**src/rtl/payoff_accumulator.sv**
```systemverilog
// Monte-Carlo pricer sink: counts STEPS samples per path, accumulates the European call
// payoff of each terminal sample over 2^LOG2_PATHS paths, then emits the discounted mean.
module payoff_accumulator #(
  parameter int W          = 16,
  parameter int STEPS      = 64,
  parameter int LOG2_PATHS = 10,
  parameter int ACC_W      = W + LOG2_PATHS
) (
  input  logic          clk,
  input  logic          rst_n,
  input  logic          start,
  input  logic [W-1:0]  strike,
  input  logic [15:0]   disc,
  input  logic          path_valid,
  input  logic [W-1:0]  path_price,
  output logic          path_ready,
  output logic          busy,
  output logic          done,
  output logic [W-1:0]  price_out,
  output logic [1:0]    state_dbg
);

  localparam int STEP_W = (STEPS > 1) ? $clog2(STEPS) : 1;
  localparam logic [STEP_W-1:0]     LAST_STEP = STEP_W'(STEPS - 1);
  localparam logic [LOG2_PATHS-1:0] LAST_PATH = '1;
  // mean (W bits) * disc (16 bits) + rounding constant needs W+17 bits.
  localparam int PROD_W = W + 17;

  typedef enum logic [1:0] {
    IDLE  = 2'd0,
    RUN   = 2'd1,
    MEAN  = 2'd2,
    SCALE = 2'd3
  } state_t;

  state_t                state;
  logic [STEP_W-1:0]     step_cnt;
  logic [LOG2_PATHS-1:0] path_cnt;
  logic [ACC_W-1:0]      acc;
  logic [W-1:0]          strike_r;
  logic [15:0]           disc_r;
  logic [W-1:0]          mean_r;

  logic                  xfer;
  logic [W:0]            diff;
  logic [W-1:0]          payoff;
  logic [PROD_W-1:0]     prod;
  logic [W+1:0]          scaled;
  logic [W-1:0]          price_sat;

  // Handshake: a sample moves on a rising edge where path_valid && path_ready;
  // path_ready depends only on the state, never on path_valid.
  always_comb begin
    path_ready = (state == RUN);
    busy       = (state != IDLE);
    state_dbg  = state;
    xfer       = path_valid && (state == RUN);
    diff       = {1'b0, path_price} - {1'b0, strike_r};
    payoff     = diff[W] ? '0 : diff[W-1:0];
    prod       = PROD_W'(mean_r) * PROD_W'(disc_r) + PROD_W'(17'h04000);
    scaled     = prod[PROD_W-1:15];
    price_sat  = (|scaled[W+1:W]) ? '1 : scaled[W-1:0];
  end

  always_ff @(posedge clk or negedge rst_n) begin
    if (!rst_n) begin
      state     <= IDLE;
      step_cnt  <= '0;
      path_cnt  <= '0;
      acc       <= '0;
      strike_r  <= '0;
      disc_r    <= '0;
      mean_r    <= '0;
      done      <= 1'b0;
      price_out <= '0;
    end else begin
      done <= 1'b0;
      case (state)
        IDLE: begin
          if (start) begin
            strike_r <= strike;
            disc_r   <= disc;
            step_cnt <= '0;
            path_cnt <= '0;
            acc      <= '0;
            state    <= RUN;
          end
        end
        RUN: begin
          if (xfer) begin
            if (step_cnt != LAST_STEP) begin
              step_cnt <= step_cnt + 1'b1;
            end else begin
              step_cnt <= '0;
              acc      <= acc + ACC_W'(payoff);
              if (path_cnt == LAST_PATH) state <= MEAN;
              else                       path_cnt <= path_cnt + 1'b1;
            end
          end
        end
        MEAN: begin
          mean_r <= W'(acc >> LOG2_PATHS);
          state  <= SCALE;
        end
        SCALE: begin
          price_out <= price_sat;
          done      <= 1'b1;
          state     <= IDLE;
        end
        default: state <= IDLE;
      endcase
    end
  end

endmodule

```
**config.mk**
```make
export PLATFORM = sky130hd
export DESIGN_NAME = payoff_accumulator
export DESIGN_NICKNAME = d
export VERILOG_FILES = /design/src/rtl/payoff_accumulator.sv
export SDC_FILE = /design/constraint.sdc
export NUM_CORES = 1
export LEC_CHECK = 0
export CELL_PAD_IN_SITES_DETAIL_PLACEMENT = 0
export CELL_PAD_IN_SITES_GLOBAL_PLACEMENT = 1
export CORE_ASPECT_RATIO = 1.4
export CORE_UTILIZATION = 50
export CTS_BUF_LIST = sky130_fd_sc_hd__clkbuf_4 sky130_fd_sc_hd__clkbuf_8
export DETAILED_ROUTE_END_ITERATION = 12
export PLACE_DENSITY_LB_ADDON = 0.1
export SLEW_MARGIN = 5
export SYNTH_ARGS = -nofsm -noshare
export SYNTH_HDL_FRONTEND = slang
export SYNTH_SLANG_ARGS = --single-unit
```
**constraint.sdc**
```tcl
create_clock -name clk -period 7.6 [get_ports clk]
set_input_delay 1.52 -clock clk [delete_from_list [all_inputs] [get_ports clk]]
set_output_delay 1.52 -clock clk [all_outputs]
set_load 0.01 [all_outputs]
```
Word level (Yosys, flattened, before mapping)
Index checks and enable logic that the tools add are counted.

storage, ports and cells
  register bits after elaboration = 109
  input bits = 52
  output and inout bits = 21
  logic and storage cells = 56

operators by class
  add/subtract/negate cells = 5
  multipliers = 1
  eq/ne operators = 10
  mux-type cells = 21
  reductions and logical operators = 10

operators by type and width
  operator                                        number
  2-to-1 mux 26 bit                               3
  one-hot mux 26 bit (2 select lines)             1
  2-to-1 mux 10 bit                               4
  adder 32 x 15 -> 33 bit, second input constant  1
  multiplier 16 x 16 -> 32 bit                    1
  2-to-1 mux 16 bit                               2
  adder 26 x 16 -> 26 bit                         1
  one-hot mux 10 bit (2 select lines)             1
  2-to-1 mux 6 bit                                3
  subtractor 16 x 16 -> 17 bit                    1
  one-hot mux 6 bit (2 select lines)              1
  adder 10 x 1 -> 10 bit, second input constant   1
  equality test 10 bit, second input constant     1
  2-to-1 mux 2 bit                                4
  one-hot mux 2 bit (4 select lines)              1
  AND reduction 4 bit                             2
  adder 6 x 1 -> 6 bit, second input constant     1
  != test 2 bit, second input constant            3
  != test 6 bit, second input constant            1
  AND reduction 5 bit                             1
  equality test 2 bit, second input constant      2
  != test 2 x 1 -> 1 bit, second input constant   2
  nonzero test 2 bit                              2
  AND reduction 3 bit                             1
  other kinds (6)                                 6

Longest topological paths before layout
  depth in word-level cells = 6
  depth in mapped cells = 26

Worst setup path before layout
No wires, ideal clock.

  path type = register to register
  from = reg disc_r[9]
  to = reg price_out[10]
  setup time = 0.121 ns
  arrival time = 6.317 ns
  required time = 7.479 ns
  slack = 1.162 ns
  cell stages (with the launch flop) = 25
  path buffers = 4
  period minus slack after synthesis = 6.438 ns
  path through = dfrtp_1 > clkbuf_1 > clkbuf_1 > nand2_1 > fa_1 > fa_1 > inv_1 > fa_1 > fa_1 > fa_1 > inv_1 > fa_1 > inv_1 > ha_1 > buf_6 > and3_4 > a221oi_2 > or4b_4 > nand2_2 > a21oi_2 > o31ai_4 > mux2_4 > nand4_4 > buf_6 > o22a_1

between the ends
  word-level cells in the longest chain between the ends = 4

ends and longest elaborated chain
  element                           line  source
  start, declared                   41    logic [15:0] disc_r;
  start signal, assigned            82    disc_r <= disc;
  multiplier 16 x 16 -> 32 bit (*)  60    prod = PROD_W'(mean_r) * PROD_W'(disc_r) + PROD_W'(17'h04000);
  adder 32 x 15 -> 33 bit (*)       60
  OR reduction 2 bit                62    price_sat = (|scaled[W+1:W]) ? '1 : scaled[W-1:0];
  2-to-1 mux 16 bit (*)             62
  end signal, assigned              106   price_out <= price_sat;
  end, declared                     19    output logic [W-1:0] price_out,

Every way passes the cells marked *; elsewhere a longest branch is shown, timed or not.
A chain may end at the register's enable or synchronous reset.

Worst setup path after layout
  from = reg mean_r[8]
  to = reg price_out[2]

between the ends
  word-level cells in the longest chain between the ends = 4

ends and longest elaborated chain
  element                           line  source
  start, declared                   42    logic [W-1:0] mean_r;
  start signal, assigned            102   mean_r <= W'(acc >> LOG2_PATHS);
  multiplier 16 x 16 -> 32 bit (*)  60
  adder 32 x 15 -> 33 bit (*)       60
  OR reduction 2 bit                62
  2-to-1 mux 16 bit (*)             62

Marks and branches as above.

==> metrics.csv <==
stage,metric,value,unit
synthesis,synth_flop_cell,sky130_fd_sc_hd__dfrtp_1,
synthesis,synth_top_area_cell,sky130_fd_sc_hd__fa_1,
placed_design,numPortBuffers,72,
clocking,clk_root_buffer_cell,sky130_fd_sc_hd__clkbuf_8,
critical_path,critical_path_fanout_max,17,
critical_path,crit-reg2reg-launch,mean_r[8],
timing,setup_tns,0,ps
floorplan,ioPinCount,73,
critical_path,worst_setup_path_end_kind,register,
critical_path,slowest_delay,840,ps
outcome,run_status,completed,
layout,layout_filler_cell_count,2665,
critical_path,critical_path_required,7910,ps
synthesis,yosysSeqAreaShare,18.9,%
synthesis,syn_area,0.0144,mm²
critical_path,worst_setup_path_start_kind,register,
floorplan,placementRows,73,
floorplan,die_h,203,µm
clocking,h-tree-depth,3,
route,detail_route.wl_per_cell,17.5,µm
worst_hold_path,worst_hold_path_class,reg2reg,
global_routing,grt_pass1_wl,56000,µm
timing,min_period,7060,ps
synthesis,postSynth.asyncResetShare,100,%
pwr,cellLeakagePower,8.05,nW
clocking,clock_insertion_delay_worst_skew,430,ps
clocking,ctsHoldBuffers,0,
critical_path,worst_path_dominant_cell_family,adder cells,
route,routed-via-count,10400,
timing,timing_worst_slew_pin_value,982,ps
synthesis,synthTopCellsByArea,"sky130_fd_sc_hd__fa_1 27%, sky130_fd_sc_hd__dfrtp_1 19%, sky130_fd_sc_hd__ha_1 13%",
floorplan,start_util,50.8,%
layout,insertedDiodeCount,0,
floorplan,dieArea,0.0295,mm²
synthesis,avgSynthCellArea,9.50,µm²
route,number_of_drc_violations_after_detailed_routing_iteration_0,285,
clocking,postCtsSetupBuffers,0,
route,postRouteWirelength,34100,µm
layout,final_cell_mix,"271 x sky130_fd_sc_hd__inv_1, 197 x sky130_fd_sc_hd__fa_1, 164 x sky130_fd_sc_hd__nand2_1",
route,route.detailed.drc,0,
timing,slew_viol_final,0,
synthesis,synthesis.yosys.warnings,0,
clocking,tritoncts,yes,
route,drtPass1Iterations,5,
floorplan,die_width,146,µm
synthesis,synth.distinct_cells,68,
synthesis,number_of_enable_flip_flop_cells_after_synthesis,0,
global_routing,grt_max_degree,70,
timing,timing.slew.headroom,34.3,%
layout,register_area,0.00273,mm²
critical_path,critPathArrivalTime,7370,ps
critical_path,destination_of_the_worst_register_to_register_timing_path,price_out[2],
critical_path,criticalPathCategory,reg2reg,
timing,timing.final.hold_violations,0,
worst_hold_path,min_delay_worst_endpoint,step_cnt[5],
synthesis,synth.ff_latch_count,109,
layout,drive_above_1_share,6.99,%
clocking,clkSlewWorstSetupHoldPaths,120,ps
clocking,cts_repair_resize_count,0,
route,post_drt_via_cell_ratio,5.33,
critical_path,ff2ff_setup_slack,540,ps
critical_path,reg2reg_depth,20,
route,detail-route-antenna-nets,0,
synthesis,synth_nets,1922,
global_routing,grt_util_all_layers,24.7,%
global_routing,grt_overflow,0,
critical_path,cpMaxStageDelayCell,sky130_fd_sc_hd__dfrtp_1,
clocking,cts_bufs_inserted,9,
layout,area_growth,9.09,%
global_routing,grt_antenna_before_repair,1,
worst_hold_path,timing.hold.worst_path_depth,1,
pwr,worst_ir_drop_vdd,0.192,mV
synthesis,synthCells,1519,
timing,rsz0062_at_grt,false,
placed_design,gp_routability_congestion,0.851,
clocking,cts_buffer_depth,2,
run,max-cap-violations,0,
layout,fin_nets,1973,
critical_path,cp_num_buf_inv,3,
timing,finalClockSkew,21.2,ps
timing,hold_ws,489,ps
global_routing,via_count_of_the_first_global_routing_pass,11000,
timing,setup_violators_final,0,
placed_design,post-dp-hpwl,27400,µm
timing,timing.final.crit_share,92.9,%
layout,multi_input_comb_area,0.0105,mm²
worst_hold_path,worstHoldStart,step_cnt[5],
critical_path,cp_dominant_cell_by_count,sky130_fd_sc_hd__fa_1,
synthesis,synth.top_cell.area_share,27.3,%
timing,clock.fmax,0.142,GHz
critical_path,cp_cell_sequence,nand2_1 > fa_1 > inv_1 > fa_1 > fa_1 > fa_1 > fa_1 > inv_1 > fa_1 > inv_1 > ha_1 > and3_4 > a221oi_2 > or4b_4 > nand2_2 > a21oi_2 > o31ai_4 > mux2_4 > nand4_4 > o22a_2,
floorplan,design.core.area,0.0284,mm²
layout,layout_commonest_cell,sky130_fd_sc_hd__inv_1,
clocking,clkSinkCount,109,
pwr,power.density,289,mW/mm²
==> worst reg2reg max path: cells and delay by family (launching register included) <==
kind / cells / cell delay (ps)
AOI/OAI and AO/OA: 4 / 840
adders and majority gates: 7 / 3610
buffers and inverters: 3 / 170
DFF: 1 / 840
muxes: 1 / 230
and+or+nand+nor: 5 / 1290
==> logic make-up after synthesis <==
logic type,Yosys count,share of synthesized area [%]
AOI/OAI and AO/OA,183,8.86
and+or+nand+nor,446,15.5
muxes,51,4.01
adders and majority gates,351,40.7
buffers and inverters,322,8.58
DFF,109,18.9
xor gates and xnor gates,57,3.46
==> per-layer routing <==
layer  track usage [%]  up-vias  routed length (µm)
met2              47.7      193               18800
li1                  -     4922                   -
met5                 0        -                   0
met4              11.1        0                1390
met3              2.65       61                1030
met1              26.8     5211               12900
==> report_power, final <==
group	leakage (nW)	switching (W)	internal [W]	total (W)
Clock	0.102	0.000228	0.000159	0.000387
Sequential	1.40	0.000391	0.000774	0.00116
Combinational	6.54	0.00166	0.00134	0.00300
Total	8.05	0.00228	0.00227	0.00455
==> synthesized netlist by cell type (14+ instances only) <==
master / number
sky130_fd_sc_hd__inv_1: 271
sky130_fd_sc_hd__fa_1: 197
sky130_fd_sc_hd__nand2_1: 165
sky130_fd_sc_hd__ha_1: 154
sky130_fd_sc_hd__and2_1: 132
sky130_fd_sc_hd__dfrtp_1: 109
sky130_fd_sc_hd__nor2_1: 58
sky130_fd_sc_hd__mux2_2: 50
sky130_fd_sc_hd__a21oi_1: 48
sky130_fd_sc_hd__clkbuf_1: 44
sky130_fd_sc_hd__o21ai_0: 36
sky130_fd_sc_hd__xnor2_1: 29
sky130_fd_sc_hd__xor2_1: 28
sky130_fd_sc_hd__nand3_1: 22
sky130_fd_sc_hd__a22o_1: 15
sky130_fd_sc_hd__a21o_1: 14
==> flip-flops by register name, summed over array words and instances, names as in the netlist <==
register and cells:
state_dbg 2, price_out 16, mean_r 16, disc_r 16, path_cnt 10, step_cnt 6
done 1, strike_r 16, acc 26
==> worst max-delay path by stage <==
stage,endpoint,depth (start not counted),startpoint,slack (ps)
4_1_cts,price_out[2],20,mean_r[4],530
2_1_floorplan,price_out[10],24,disc_r[9],1160
3_5_place_dp,price_out[2],20,mean_r[8],580
5_1_grt,price_out[15],20,mean_r[8],250
6_report,price_out[2],20,mean_r[8],540
3_3_place_gp,price_out[0],20,mean_r[8],650
==> area by class of cell <==
cell class                      instances  area share, %
Timing Repair Buffer                   91           5.47
Inverter                              271           6.46
Sequential cell                       109           17.3
Clock inverter                          5          0.429
Tap cell                              375           2.98
Clock buffer                           10          0.835
Multi-Input combinational cell       1088           66.5
==> metrics by stage <==
step                      utilization, %  cells  total power [W]  instance area [µm²]  worst slack [ps]
final                               55.4   1949          0.00455                15700               540
after global routing                55.4   1949          0.00506                15700               250
after CTS                           55.4   1949          0.00464                15700               532
after detailed placement            54.7   1934          0.00423                15500               581
after global placement              54.7   1934          0.00416                15500               650
after floorplan                        -   1519          0.00327                14400              1160
(Power assumes the default switching activity.)
